## src/rtl/spi_regbank_pkg.sv

```systemverilog
// Shared constants for the SPI register bank: fast-command codes, FSM states,
// fixed addresses and the reset defaults of the six config registers.
// Pure declarations; no ports, no latency, no backpressure.
package spi_regbank_pkg;

   typedef enum logic [1:0] {
      ST_IDLE  = 2'd0,
      ST_CLEAR = 2'd1,
      ST_SNAP  = 2'd2
   } state_t;

   localparam logic [5:0] FC_CLEAR   = 6'h01;
   localparam logic [5:0] FC_SNAP    = 6'h02;
   localparam logic [5:0] FC_LOCK    = 6'h03;
   localparam logic [5:0] FC_UNLOCK  = 6'h04;
   localparam logic [5:0] FC_ERR_CLR = 6'h05;

   localparam int NUM_CFG   = 6;
   localparam int ADDR_SNAP = 6;
   localparam int ADDR_ID   = 7;

   // Reset / CLEAR values for config registers 0..5 (index 0 first).
   localparam logic [7:0] CFG_DEFAULT [NUM_CFG] = '{8'h01, 8'h02, 8'h04, 8'h08, 8'h10, 8'h80};

   function automatic logic fc_defined(input logic [5:0] code);
      return (code >= FC_CLEAR) && (code <= FC_ERR_CLR);
   endfunction

endpackage

```

## src/rtl/bit_sync.sv

```systemverilog
// Two-flop synchroniser for a bus of independent, slowly changing bits.
// Latency: 2 clk. No backpressure. Ports: clk, rst (async high), d in, q out.
module bit_sync #(
   parameter int W = 8
) (
   input  logic         clk,
   input  logic         rst,
   input  logic [W-1:0] d,
   output logic [W-1:0] q
);

   logic [W-1:0] meta;

   always_ff @(posedge clk or posedge rst) begin
      if (rst) begin
         meta <= '0;
         q    <= '0;
      end else begin
         meta <= d;
         q    <= meta;
      end
   end

endmodule

```

## src/rtl/spi_regbank.sv

```systemverilog
// Register bank behind an SPI slave: 6 RW config regs, SNAP reg, ID reg, fast commands.
// Latency: read data 1 clk after reg_addr; writes/strobes visible 1 clk after the strobe.
// No backpressure: writes arriving while locked/busy/with a fastcmd are dropped and flag err.
// Ports: clk, rst (async high); reg_addr/reg_data_o/reg_data_o_vld write side;
// reg_data_i read data; status {busy,lock,err,snap_vld,wr_cnt}; fastcmd/fastcmd_vld;
// hw_in async snapshot source; cfg_out regs 0..5 (reg0 LSBs); wr_strobe per-reg pulse; irq = err.
module spi_regbank
   import spi_regbank_pkg::*;
#(
   parameter int               ADDR_W = 3,
   parameter int               REG_W  = 8,
   parameter logic [REG_W-1:0] ID_VAL = 8'hA5
) (
   input  logic                 clk,
   input  logic                 rst,
   input  logic [ADDR_W-1:0]    reg_addr,
   input  logic [REG_W-1:0]     reg_data_o,
   input  logic                 reg_data_o_vld,
   output logic [REG_W-1:0]     reg_data_i,
   output logic [7:0]           status,
   input  logic [5:0]           fastcmd,
   input  logic                 fastcmd_vld,
   input  logic [REG_W-1:0]     hw_in,
   output logic [6*REG_W-1:0]   cfg_out,
   output logic [5:0]           wr_strobe,
   output logic                 irq
);

   state_t           state;
   logic [2:0]       clr_idx;
   logic [REG_W-1:0] cfg [NUM_CFG];
   logic [REG_W-1:0] snap_reg;
   logic [REG_W-1:0] hw_sync;
   logic             lock;
   logic             err;
   logic             snap_vld;
   logic [3:0]       wr_cnt;

   logic             idle;
   logic             wr_accept;
   logic             err_set;
   logic             err_clr;
   logic [REG_W-1:0] rd_mux;

   bit_sync #(.W(REG_W)) u_hw_sync (
      .clk (clk),
      .rst (rst),
      .d   (hw_in),
      .q   (hw_sync)
   );

   always_comb begin
      idle      = (state == ST_IDLE);
      wr_accept = reg_data_o_vld && (reg_addr <= ADDR_W'(NUM_CFG - 1)) && !lock && idle && !fastcmd_vld;
      // Any fastcmd while busy, or an unknown code, is an error; so is any dropped write.
      err_set   = (reg_data_o_vld && !wr_accept) ||
                  (fastcmd_vld && (!idle || !fc_defined(fastcmd)));
      err_clr   = fastcmd_vld && idle && (fastcmd == FC_ERR_CLR);
   end

   always_comb begin
      rd_mux = '0;
      for (int i = 0; i < NUM_CFG; i++) begin
         if (reg_addr == ADDR_W'(i)) rd_mux = cfg[i];
      end
      if (reg_addr == ADDR_W'(ADDR_SNAP)) rd_mux = snap_reg;
      if (reg_addr == ADDR_W'(ADDR_ID))   rd_mux = ID_VAL;
   end

   always_comb begin
      cfg_out = '0;
      for (int i = 0; i < NUM_CFG; i++) cfg_out[i*REG_W +: REG_W] = cfg[i];
      status = {!idle, lock, err, snap_vld, wr_cnt};
      irq    = err;
   end

   always_ff @(posedge clk or posedge rst) begin
      if (rst) begin
         state      <= ST_IDLE;
         clr_idx    <= '0;
         for (int i = 0; i < NUM_CFG; i++) cfg[i] <= REG_W'(CFG_DEFAULT[i]);
         snap_reg   <= '0;
         lock       <= 1'b0;
         err        <= 1'b0;
         snap_vld   <= 1'b0;
         wr_cnt     <= '0;
         wr_strobe  <= '0;
         reg_data_i <= '0;
      end else begin
         reg_data_i <= rd_mux;
         wr_strobe  <= '0;

         if (wr_accept) begin
            for (int i = 0; i < NUM_CFG; i++) begin
               if (reg_addr == ADDR_W'(i)) begin
                  cfg[i]       <= reg_data_o;
                  wr_strobe[i] <= 1'b1;
               end
            end
            wr_cnt <= wr_cnt + 4'd1;
         end

         // Set beats clear when both happen in the same cycle.
         if (err_set)      err <= 1'b1;
         else if (err_clr) err <= 1'b0;

         // snap_vld is consumed by an idle-cycle read of the SNAP address.
         if (state == ST_SNAP)                               snap_vld <= 1'b1;
         else if (idle && reg_addr == ADDR_W'(ADDR_SNAP))    snap_vld <= 1'b0;

         case (state)
            ST_IDLE: begin
               if (fastcmd_vld) begin
                  case (fastcmd)
                     FC_CLEAR: begin
                        state   <= ST_CLEAR;
                        clr_idx <= '0;
                     end
                     FC_SNAP:   state <= ST_SNAP;
                     FC_LOCK:   lock  <= 1'b1;
                     FC_UNLOCK: lock  <= 1'b0;
                     default: ;
                  endcase
               end
            end
            ST_CLEAR: begin
               // One register per cycle; lock is deliberately not consulted here.
               for (int i = 0; i < NUM_CFG; i++) begin
                  if (clr_idx == 3'(i)) cfg[i] <= REG_W'(CFG_DEFAULT[i]);
               end
               if (clr_idx == 3'(NUM_CFG - 1)) state <= ST_IDLE;
               else                            clr_idx <= clr_idx + 3'd1;
            end
            ST_SNAP: begin
               snap_reg <= hw_sync;
               state    <= ST_IDLE;
            end
            default: state <= ST_IDLE;
         endcase
      end
   end

endmodule
```

## config.mk

```make
export PLATFORM = sky130hd
export DESIGN_NAME = spi_regbank
export DESIGN_NICKNAME = d
export VERILOG_FILES = /design/src/rtl/spi_regbank_pkg.sv /design/src/rtl/bit_sync.sv /design/src/rtl/spi_regbank.sv
export SDC_FILE = /design/constraint.sdc
export NUM_CORES = 1
export LEC_CHECK = 0
export BUFFER_PORTS_ARGS = -buffer_cell sky130_fd_sc_hd__buf_2
export CAP_MARGIN = 20
export CORE_ASPECT_RATIO = 1.5
export CORE_UTILIZATION = 40
export CTS_BUF_LIST = sky130_fd_sc_hd__clkbuf_16
export CTS_CLUSTER_DIAMETER = 50
export DETAILED_ROUTE_END_ITERATION = 8
export GPL_ROUTABILITY_DRIVEN = 0
export GPL_TIMING_DRIVEN = 0
export SYNTH_ARGS = -nofsm -noshare
export SYNTH_HDL_FRONTEND = slang
export SYNTH_SLANG_ARGS = --single-unit
```

## constraint.sdc

```tcl
create_clock -name clk -period 3.8 [get_ports clk]
set_clock_uncertainty 0.15 [all_clocks]
set_input_delay 0.76 -clock clk [delete_from_list [all_inputs] [get_ports clk]]
set_output_delay 0.76 -clock clk [all_outputs]
set_load 0.05 [all_outputs]
```

==> key figures <==
Outcome
  • Status: finished clean

Min path
  • Worst Hold Endpoint: u_hw_sync.q[6]
  • Min-Delay Path Depth: 0
  • Hold_sp: u_hw_sync.meta[6]
  • Worst hold path type: reg -> reg

Power
  • Net Sw Frac: 0.370
  • Psw: roughly 1.2 mW
  • Peak VDD IR: roughly 300 uV
  • Static leakage: ~2.8 nW
  • P_int: between 2 and 2.5 mW
  • Pwr per Cell Area: 621 nW/um^2
  • Clock power frac: 0.291
  • Combinational power share: 0.296
  • Sequential power share: 0.413

Yosys
  • Flops & latches, synth: just under 100
  • Synth Area in Compound Gates: 0.0536
  • Top FF cell, synth: dfrtp_1
  • Most frequent cell after synthesis: dfrtp_1
  • Number of flops mapped to enable cells by yosys: 0
  • Post-Synth Simple-Gate Area: 0.123
  • Net Count, Synth: between 300 and 400
  • Post-Synthesis Cells: 352
  • FFs w/ async S/R, synth: 1.00
  • Post-Synth XOR/XNOR Area: 0.00618
  • Synth Area in Adders: 0.0177
  • Sequential fraction of the synthesis area: 0.579
  • Cell taking the most area after synthesis: dfrtp_1
  • Main combinational cell family by area after synthesis: multiplexers
  • Post-Syn Area: about 4300 sq um
  • Library cells used by synthesis: 43
  • Share of the synthesized area in the top cell type: 0.542
  • Synth cell count leaders: dfrtp_1, nor2_1, mux2i_1, inv_1, mux2_2
  • Most area-consuming cells after synthesis: dfrtp_1, mux2i_1, nor2_1, dfstp_2, mux2_2
  • Mux cell area share after synthesis: 0.181
  • Ys Warns: 0
  • Mean Syn Cell Area: ~12 sq um

Clocking
  • CTS tree: done
  • Clk Latency, worst-skew pair: 340 ps
  • Post-CTS Hold Fix Bufs: 0
  • Number of buffers created by CTS: 9
  • Clk sinks: 98
  • Clock slew at reported path FFs: roughly 70 ps
  • H-tree levels: 3
  • Post-cts gate resize count: 0
  • CTS max path bufs: 2
  • Root Buffer: clkbuf_16
  • Setup Buffers After CTS: 0

Timing
  • Max Slew Vio Count: 0
  • Worst-Margin Slew: between 1000 and 1500 ps
  • Final hold vios: 0
  • Minimum clock period: 2560 ps
  • Final setup vio count: 0
  • Final Cycle Share: 0.674
  • Slew HR: 0.322
  • RSZ-0062 raised after global routing: false
  • FMAX: slightly below 0.4 GHz
  • Hold_ws: roughly 200 ps

Global routing
  • Largest net degree at the start of global routing: 52
  • Gr usage total: 0.211
  • Antenna violations before repair: 0
  • First-pass GRT wire length: between 15,000 and 20,000 um
  • GR Overflow Total: 0
  • Vias in the first global route: about 3.1k

Flow run
  • Max cap viols: 0

Routing
  • Final ANT Viol Nets: 0
  • Via count: 3,016
  • Residual DRC: 0
  • Initial DRC Count: approximately 120
  • Via-per-instance ratio: 4.98
  • DR WL/cell: 17.9 um
  • Post-Route WL: ~11,000 um
  • First-pass DRT Iterations: 4

Floorplan
  • IO Pins: 100
  • Chip Height: about 130 um
  • Starting Density: 0.415
  • Core Footprint: ~10,000 sq um
  • Die footprint: around 11,000 sq um
  • Chip width: 86.2 um
  • Num rows: 45

Worst setup path
  • Critical Path RT: 3850 ps
  • Worst path cell trace: buf_2 > nor4_1 > nand4b_1 > clkbuf_1 > mux2i_1 > nor2_1
  • Worst r2r src: state[0]
  • R2R cell count: 5
  • Worst setup SP type: input port
  • Crit path capture type: flip-flop
  • Crit path max fanout: 9
  • Arr. time, crit path: roughly 2600 ps
  • CP top delay family: simple AND/OR/NAND/NOR gates
  • Reg-to-reg slack, setup: about 1300 ps
  • Buf+Inv Stages, Crit Path: 2
  • Slowest stage cell, crit path: nor4_1
  • Reg2reg end: cfg_out[8]
  • Kind of critical path: in -> reg
  • Worst stage delay on the critical path: around 830 ps

Finish
  • Area Growth Syn to Fin: 23.5%
  • Largest register FFs: 48
  • Layout cells sized above 1: 0.318
  • Diode count: 0
  • Finished Core Util: 0.512
  • Final #Nets: just under 500

Place
  • HPWL Detailed: about 7800 um
  • PortBufs: 96
[final cells by class]
| class | count | area [sq um] |
|---|---|---|
| Buffer | 24 | 116 |
| Clock inverter | 7 | 85.1 |
| Inverter | 14 | 55.1 |
| Timing Repair Buffer | 97 | 508 |
| Sequential cell | 98 | 2460 |
| Clock buffer | 9 | 225 |
| Tap cell | 141 | 176 |
| Multi-Input combinational cell | 216 | 1620 |
| Fill cell | 1002 | 5000 |
[layer usage]
layer  routed length, um  up-vias  track usage
li1                    -     1432            -
met3                 449       11       0.0406
met1                4280     1497        0.252
met4                 162        0       0.0657
met2                5950       76        0.379
met5                   0        -            0
[logic make-up (layout without fill, tap and decap cells)]
logic type | Yosys count | after routing
adder cells (fa/ha/maj) | 6 | 6
AO/OA/AOI/OAI | 33 | 33
flip-flops | 98 | 98
XOR/XNOR | 3 | 3
AND/OR/NAND/NOR | 106 | 106
buffers and inverters | 38 | 151
multiplexers | 68 | 68
[power groups by stage]
stage	registers [mW]	clock network [mW]	logic, mW
floorplan	1.75	0	0.318
global placement	1.36	0	0.957
detailed placement	1.37	0	0.975
CTS	1.35	0.968	0.977
global route	1.37	1.00	1.04
finish	1.35	0.948	0.965
[placed cells by master, fill, tap and decap left out, types with 2 or more instances in the layout]
cell       Yosys  final
a211o_1        4      4
nor4_1         2      2
buf_4          5      5
clkbuf_1       8      8
nor3_1         5      5
nor3b_1        2      2
nand4b_1       3      3
bufinv_16      0      2
ha_1           6      6
a22o_1         2      2
inv_1         14     14
nor2_1        55     55
nand3b_1       3      3
clkbuf_16      0      9
xnor2_1        2      2
o221ai_1       5      5
nand3_1        3      3
dfstp_2        6      6
a21oi_1       10     10
o21ai_0        5      5
nor2b_1        8      8
mux4_2         6      6
o31ai_1        2      2
nand2_1       10     10
dfrtp_1       92     92
mux2i_1       50     50
and2_1         3      3
nand2b_1       3      3
nand4_1        2      2
clkinv_2       0      2
mux2_2        12     12
buf_1          5      5
buf_2          6    102
[per-stage QoR]
step | std cells | total power, mW | cell area, sq um | setup slack [ps] | TNS (ps)
after global placement | 589 | 2.32 | 4910 | -841 | -76810
final | 606 | 3.26 | 5250 | 1240 | 0
after detailed placement | 590 | 2.34 | 4940 | 970 | 0
after global routing | 606 | 3.41 | 5250 | 1000 | 0
after floorplan | 352 | 2.06 | 4250 | 338 | 0
after CTS | 606 | 3.29 | 5250 | 1310 | 0
[how the worst max path moves through the flow]
stage	end	cells past startpoint	start
2_1_floorplan	cfg_out[10]	1	rst
3_3_place_gp	wr_strobe[0]	2	rst
3_5_place_dp	cfg_out[13]	6	fastcmd_vld
4_1_cts	cfg_out[13]	6	fastcmd_vld
5_1_grt	cfg_out[15]	5	state[0]
6_report	cfg_out[8]	6	fastcmd_vld
Note: power is estimated with default switching activity, not from simulation.
